`config.mk`:
```
export PLATFORM = sky130hd
export DESIGN_NAME = evt_cnt_rd
export DESIGN_NICKNAME = d
export VERILOG_FILES = /design/src/rtl/evt_cnt_rd_pkg.sv /design/src/rtl/evt_cnt_rd_rd_edge.sv /design/src/rtl/evt_cnt_rd.sv
export SDC_FILE = /design/constraint.sdc
export NUM_CORES = 1
export LEC_CHECK = 0
export ABC_CLOCK_PERIOD_IN_PS = 2900
export BUFFER_PORTS_ARGS = -buffer_cell sky130_fd_sc_hd__buf_4
export CORE_UTILIZATION = 35
export DETAILED_ROUTE_END_ITERATION = 8
export PLACE_DENSITY_LB_ADDON = 0.2
export SETUP_SLACK_MARGIN = 0.5
export SLEW_MARGIN = 5
export SYNTH_ARGS = -nofsm -noshare
export SYNTH_HDL_FRONTEND = slang
export SYNTH_SLANG_ARGS = --single-unit
```
`constraint.sdc`:
```
create_clock -name i_clk -period 2.9 [get_ports i_clk]
set_clock_uncertainty 0.1 [all_clocks]
set_input_delay 0.58 -clock i_clk [delete_from_list [all_inputs] [get_ports i_clk]]
set_output_delay 0.58 -clock i_clk [all_outputs]
set_load 0.005 [all_outputs]
```
`src/rtl/evt_cnt_rd_pkg.sv`:
```
// Shared register definitions for the event counter read block:
// FSM state encoding and the default register addresses.
package evt_cnt_rd_pkg;

    typedef enum logic {
        ST_IDLE = 1'b0,
        ST_SNAP = 1'b1
    } state_t;

    localparam logic [9:0] DEF_CNT_LO_ADDR = 10'h0;
    localparam logic [9:0] DEF_CNT_HI_ADDR = 10'h1;

endpackage

```
`src/rtl/evt_cnt_rd_rd_edge.sv`:
```
// Read-accept detector: address match gated by the read strobe, reduced to a
// single-cycle pulse on its rising edge so a held strobe accepts only once.
module rd_edge #(
    parameter int                    ADDR_WIDTH = 10,
    parameter logic [ADDR_WIDTH-1:0] MATCH_ADDR = '0
) (
    input  logic                  i_clk,
    input  logic                  i_rst_n,
    input  logic                  i_rd_en,
    input  logic [ADDR_WIDTH-1:0] i_addr,
    output logic                  o_acc
);

    logic hit_p0;
    logic hit_p1;

    assign hit_p0 = i_rd_en && (i_addr == MATCH_ADDR);

    // stage p0 -> p1: remembered strobe, cleared in reset so a strobe held
    // across reset release is accepted on the first cycle out of reset
    always_ff @(posedge i_clk) begin
        if (!i_rst_n) begin
            hit_p1 <= 1'b0;
        end else begin
            hit_p1 <= hit_p0;
        end
    end

    assign o_acc = hit_p0 && !hit_p1;

endmodule

```
`src/rtl/evt_cnt_rd.sv`:
```
// 32-bit saturating event counter read through two 16-bit registers:
// a low read snapshots and clears the count, a high read returns the shadow.
module evt_cnt_rd
    import evt_cnt_rd_pkg::*;
#(
    parameter int                    ADDR_WIDTH  = 10,
    parameter logic [ADDR_WIDTH-1:0] CNT_LO_ADDR = ADDR_WIDTH'(DEF_CNT_LO_ADDR),
    parameter logic [ADDR_WIDTH-1:0] CNT_HI_ADDR = ADDR_WIDTH'(DEF_CNT_HI_ADDR)
) (
    input  logic                  i_clk,
    input  logic                  i_rst_n,
    input  logic [ADDR_WIDTH-1:0] i_addr,
    input  logic                  i_rd_en,
    input  logic                  i_event,
    output logic [15:0]           o_rd_data,
    output logic                  o_rd_vld,
    output logic                  o_sat
);

    localparam logic [31:0] CNT_MAX = 32'hFFFF_FFFF;

    state_t      state;
    logic [31:0] cnt;
    logic [15:0] shadow_hi;
    logic        acc_lo;
    logic        acc_hi_raw;
    logic        acc_hi;

    function automatic logic [31:0] sat_inc(input logic [31:0] c, input logic ev);
        if (ev && (c != CNT_MAX)) begin
            return c + 32'd1;
        end
        return c;
    endfunction

    rd_edge #(
        .ADDR_WIDTH (ADDR_WIDTH),
        .MATCH_ADDR (CNT_LO_ADDR)
    ) u_edge_lo (
        .i_clk   (i_clk),
        .i_rst_n (i_rst_n),
        .i_rd_en (i_rd_en),
        .i_addr  (i_addr),
        .o_acc   (acc_lo)
    );

    rd_edge #(
        .ADDR_WIDTH (ADDR_WIDTH),
        .MATCH_ADDR (CNT_HI_ADDR)
    ) u_edge_hi (
        .i_clk   (i_clk),
        .i_rst_n (i_rst_n),
        .i_rd_en (i_rd_en),
        .i_addr  (i_addr),
        .o_acc   (acc_hi_raw)
    );

    // With aliased addresses the low read wins, keeping accepts exclusive
    assign acc_hi = acc_hi_raw && !acc_lo;

    // stage p0 -> p1: counter update, snapshot and registered read response
    always_ff @(posedge i_clk) begin
        if (!i_rst_n) begin
            state     <= ST_IDLE;
            cnt       <= '0;
            shadow_hi <= '0;
            o_rd_data <= '0;
            o_rd_vld  <= 1'b0;
            o_sat     <= 1'b0;
        end else begin
            o_rd_vld <= acc_lo || acc_hi;

            if (acc_lo) begin
                o_rd_data <= cnt[15:0];
                shadow_hi <= cnt[31:16];
                cnt       <= {31'd0, i_event};
                o_sat     <= 1'b0;
            end else begin
                cnt <= sat_inc(cnt, i_event);
                if (i_event && (cnt == CNT_MAX)) begin
                    o_sat <= 1'b1;
                end
                if (acc_hi) begin
                    o_rd_data <= shadow_hi;
                end
            end

            case (state)
                ST_IDLE: begin
                    if (acc_lo) begin
                        state <= ST_SNAP;
                    end
                end
                ST_SNAP: begin
                    if (acc_hi) begin
                        state <= ST_IDLE;
                    end
                end
                default: state <= ST_IDLE;
            endcase
        end
    end

endmodule

```
* After elaboration in Yosys (flattened, before gate mapping)
Cells that the tools add are included.
** Storage, ports and cells
- Output and inout port bits :: 18
- Register bits :: 68
** Operators by class
- Muxes and demuxes :: 8
- Add/subtract/negate cells :: 1
- Reduce and logical (&&, ||, !) cells :: 15
- Eq/ne operators :: 3
- Bitwise gates (word level) :: 1
** Operators by type and width (number)
- $add A32 B1 Y32 const B :: 1
- $eq A32 B32 Y1 const B :: 1
- $mux W16 :: 2
- $mux W32 :: 1
- $ne A32 B32 Y1 const B :: 1
- $eq A10 B1 Y1 const B :: 1
- $logic_not A10 Y1 :: 1
- $logic_and A1 B1 Y1 :: 7
- $mux W1 :: 5
- $reduce_bool A2 Y1 :: 2
- $logic_not A1 Y1 :: 3
- $reduce_or A2 Y1 :: 1
- $logic_or A1 B1 Y1 :: 1
- $not A1 Y1 :: 1

* Logic depth before layout (Yosys ltp)
- Word-level depth :: 7
- Mapped depth :: 7

* By module
Synthesis repeated with hierarchy kept, for this count alone.
** Second synthesis, totals
- Cell total of the unflattened synthesis :: 370
- Area total of the unflattened synthesis :: 3294.4 um^2
** Modules (own cells, without submodules)
- evt_cnt_rd :: sequential area each 1321.3 um^2, cells an instance 356, area each 3159.3 um^2, instances 1
- rd_edge (u_edge_hi) :: sequential area each 20.0 um^2, cells an instance 7, area each 68.8 um^2, instances 1
- rd_edge (u_edge_lo) :: sequential area each 20.0 um^2, cells an instance 7, area each 66.3 um^2, instances 1

* Least setup slack after synthesis
OpenSTA, ideal clock, no wires.
- Kind :: input-to-reg
- From :: in i_addr[6]
- To :: reg o_rd_data[13]
- Data required time :: 2.667 ns
- Setup time :: 0.133 ns
- Arrival time :: 2.179 ns
- Stages on the path :: 6
- Slack :: 0.489 ns
- Path through :: or4b_1 or4_1 buf_6 clkbuf_1 o21ai_0 a21oi_1
** Between the ends
- Word-level cells in the longest chain between the ends :: 6
- Elaborated cells on any way between the ends :: 10
- Classes of those cells :: eq/ne (1); mux (1); reduce/logical (8)
** Ends and longest elaborated chain
- start: declaration :: RTL line evt_cnt_rd.sv:12 : input logic [ADDR_WIDTH-1:0] i_addr,
- $logic_not A10 Y1 :: RTL line evt_cnt_rd_rd_edge.sv:17 : assign hit_p0 = i_rd_en && (i_addr == MATCH_ADDR);
- $logic_and A1 B1 Y1 :: RTL line evt_cnt_rd_rd_edge.sv:17
- $logic_and A1 B1 Y1 :: RTL line evt_cnt_rd_rd_edge.sv:29 : assign o_acc = hit_p0 && !hit_p1;
- $logic_not A1 Y1 :: RTL line evt_cnt_rd.sv:59 : assign acc_hi = acc_hi_raw && !acc_lo;
- $logic_and A1 B1 Y1 :: RTL line evt_cnt_rd.sv:59
- $reduce_bool A2 Y1 (no line)
- end signal: assignment :: RTL line evt_cnt_rd.sv:74 : o_rd_data <= cnt[15:0];
- end signal: assignment :: RTL line evt_cnt_rd.sv:84 : o_rd_data <= shadow_hi;
- end: declaration :: RTL line evt_cnt_rd.sv:15 : output logic [15:0] o_rd_data,
Several ways; a longest one is shown, not always the timed one.
A chain may end at the register's enable or synchronous reset.

* Final worst setup path
- From :: in i_addr[6]
- To :: reg cnt[24]
** Between the ends
- Word-level cells in the longest chain between the ends :: 4
** Ends and longest elaborated chain
- $logic_not A10 Y1 :: RTL line evt_cnt_rd_rd_edge.sv:17
- $logic_and A1 B1 Y1 :: RTL line evt_cnt_rd_rd_edge.sv:17
- $logic_and A1 B1 Y1 :: RTL line evt_cnt_rd_rd_edge.sv:29
- $reduce_or A2 Y1 (no line)
- end signal: assignment :: RTL line evt_cnt_rd.sv:76 : cnt <= {31'd0, i_event};
- end signal: assignment :: RTL line evt_cnt_rd.sv:79 : cnt <= sat_inc(cnt, i_event);
- end: declaration :: RTL line evt_cnt_rd.sv:23 : logic [31:0] cnt;
No other way between the ends.

==> flow_metrics.py <==
metrics = {
    "setup_path": {
        "startpoint_type": "primary input",
        "path_cells": "buf_4 > or4b_1 > or4_1 > nand2_1 > buf_6 > nor2_1",
        "cp.required_ns": 3.03,
        "critPathTopFamily": "simple AND/OR/NAND/NOR gates",
        "cpPeakStageDelay_ns": 0.64,
        "path_class": "in2reg",
        "cp.arrival_ns": 2.41,
        "end_kind": "flop",
        "rrSetupSlack_ns": 0.62,
        "crit_slowest_cell": "or4_1",
        "path_buf_inv": 2,
        "crit_fanout": 18,
    },
    "detailed_routing": {
        "wire_per_inst_um": 15.11,
        "vias_per_cell": 5.375,
        "vias": 2709,
        "drtAntennaViolNets": 0,
        "wl_um": 7616,
        "drc_errors": 0,
        "first_pass_iters": 4,
        "drtIter0Drc": 164,
    },
    "grt": {
        "grtUsageMet3": 0.05213,
        "antenna_found_initial": 0,
        "met1_usage": 0.2386,
        "first_global_vias": 2336,
        "grt-ovfl-total": 0,
        "grtUsageMet2": 0.2553,
        "grt_max_degree": 51,
        "busiest_layer": "met2",
        "grtUsageTotal": 0.1720,
        "grt_pass1_wl_um": 11760,
    },
    "synthesis": {
        "synth-xor-area-share": 0.04225,
        "yosysMostFrequentCell": "dfxtp_1",
        "synth-seq-cells": 68,
        "synth.area.mux_share": 0.05473,
        "synth-compound-area-share": 0.1791,
        "mappedNetlistArea_um2": 3109,
        "synth_top_family_by_area": "simple AND/OR/NAND/NOR gates",
        "netlist_top_cells_area": "dfxtp_1 (44%), nand2_1 (5.6%), mux2i_1 (5.5%), a21oi_1 (4.7%), o21ai_0 (4.5%)",
        "ys.flop_type": "dfxtp_1",
        "synth_edf_count": 0,
        "synth-async-reset-ratio": 0,
        "synth_fp_nets": 373,
        "yosysWarnings": 0,
        "synthAdderAreaFrac": 0.004024,
        "synth.distinct_cells": 42,
        "synth-seq-area-share": 0.4378,
        "syn_inst": 358,
        "synthTopCellsByCount": "dfxtp_1 (68), nand2_1 (46), a21oi_1 (29)",
        "syn_avg_cell_area_um2": 8.685,
        "synth.top_cell.area_share": 0.4378,
        "yosys.area_share.simple": 0.2487,
        "synth_top_area_cell": "dfxtp_1",
    },
    "layout": {
        "final_layout_size_suffix_gt1_frac": 0.1995,
        "area_growth_pct": 21.93,
        "nNetsFinal": 407,
        "diodes": 0,
    },
    "pwr": {
        "ir_drop_v": 0.0002359,
        "cellLeakagePower_nw": 1.421,
        "finalPower_mw": 2.031,
        "power_density_nw_per_um2": 535.8,
    },
    "timing": {
        "rsz0062_at_grt": "no",
        "setup_viol": 0,
        "tightest_slew_ns": 0.7333,
        "hold_violations": 0,
        "finalCritPeriodShare": 0.7877,
        "tns_ns": 0,
        "period_minus_slack_ns": 2.284,
        "slew_viol_final": 0,
        "fmax_mhz": 437.8,
        "timing.slew.headroom": 0.5067,
    },
    "floorplan": {
        "die-area_um2": 9264,
        "initial_core_util": 0.3583,
        "fp.dieW_um": 96.25,
        "die_y_um": 96.25,
        "core_region_area_um2": 8678,
        "boundaryPins": 32,
        "rows": 34,
    },
    "job": {
        "max-cap-violations": 0,
    },
    "clock_network": {
        "cts_made_buffers": 9,
        "cts_root_buf": "clkbuf_8",
        "tritoncts": "yes",
        "hold_buffers": 0,
        "cts.clk_slew.worst_paths_ns": 0.08,
        "clk_latency_ns": 0.34,
        "cts_max_level": 3,
        "post_cts_buffers": 0,
        "clock_path_buffers": 2,
        "cts.sinks": 68,
    },
    "place": {
        "dpl.hpwl_um": 5235,
        "place_congestion": 0.7890,
        "portBuffers": 31,
    },
    "outcome": {
        "status": "finished clean",
    },
    "hold_path": {
        "hold_path_class": "in2reg",
    },
}
-- kinds of logic after synthesis --
| group | count (synthesis) |
|---|---|
| and+or+nand+nor | 143 |
| AOI/OAI and AO/OA | 90 |
| adders and majority gates | 1 |
| buffers and inverters | 24 |
| xor gates and xnor gates | 15 |
| DFF | 68 |
| muxes | 17 |
-- placed cells by master, fill, tap and decap left out, types with 2 or more instances in the layout --
cell / Yosys / routed
or4_4: 2 / 3
o31ai_1: 4 / 4
and2_2: 2 / 2
nand4_1: 11 / 11
a21oi_1: 29 / 29
xor2_1: 12 / 12
and3_1: 3 / 3
dfxtp_2: 0 / 5
o211ai_1: 5 / 5
nand3_1: 11 / 11
and4_1: 7 / 7
nand2_1: 46 / 46
or4_1: 9 / 8
nand3b_1: 2 / 2
or3_1: 8 / 8
bufinv_16: 0 / 4
clkbuf_8: 0 / 9
dfxtp_1: 68 / 63
xnor2_1: 3 / 3
clkinv_4: 0 / 2
o21ai_0: 28 / 28
or2_2: 2 / 2
nor4_1: 4 / 4
a21boi_0: 16 / 16
buf_4: 0 / 42
inv_1: 3 / 3
o2111ai_1: 5 / 5
nor2_1: 23 / 23
mux2i_1: 17 / 17
nor3_1: 4 / 4
-- per-stage QoR --
stage	cell area, um2	utilization	instances	worst slack, ns	hold slack (ns)
after floorplan	3110	-	358	0.5061	0.3301
after global placement	3495	0.4027	489	0.2460	0.3416
after detailed placement	3495	0.4027	489	0.2118	0.3470
after CTS	3762	0.4335	504	0.5172	0.2877
after global routing	3791	0.4369	504	0.5022	0.2788
final	3791	0.4369	504	0.6157	0.3066
-- routing by layer --
layer | vias to the layer above | wire (um)
li1 | 1378 | -
met1 | 1261 | 3815
met2 | 66 | 3383
met3 | 4 | 367
met4 | 0 | 49
met5 | - | 0
-- power breakdown --
group          switching, mW  internal, mW
logic                 0.0324        0.0293
registers            0.00678         0.938
clock network          0.369         0.656
total                  0.408          1.62
-- repair_timing --
item / 4_1_cts / 5_1_grt
setup endpoints to repair: 5 / 23
resized for setup: 1 / 11
pin swaps: 0 / 4
-- worst paths after layout --
| kind | start | endpoint | cells past startpoint |
|---|---|---|---|
| min | i_addr[0] | u_edge_lo.hit_p1 | 2 |
| max | i_addr[6] | cnt[24] | 6 |
| max reg2reg | cnt[10] | cnt[30] | 5 |
| min reg2reg | shadow_hi[14] | shadow_hi[14] | 2 |
-- flip-flops by register name (all words and copies together), names as in the netlist --
name	cells
u_edge_hi.hit_p1	1
cnt	32
shadow_hi	16
u_edge_lo.hit_p1	1
o_sat	1
o_rd_data	16
o_rd_vld	1
-- worst reg2reg max path: cells and delay by family, from the launching register on --
kind | cells | cell delay (ns)
simple gates | 4 | 1.53
buf+inv | 1 | 0.10
flops | 1 | 0.51
-- cell type report --
cell class,instances,area (um2)
Fill cell,872,4887
Multi-Input combinational cell,266,1669
Sequential cell,68,1368
Timing Repair Buffer,44,346.6
Clock inverter,6,137.6
Tap cell,108,135.1
Clock buffer,9,123.9
Inverter,3,11.26
Note: power is estimated with default switching activity, not from simulation.
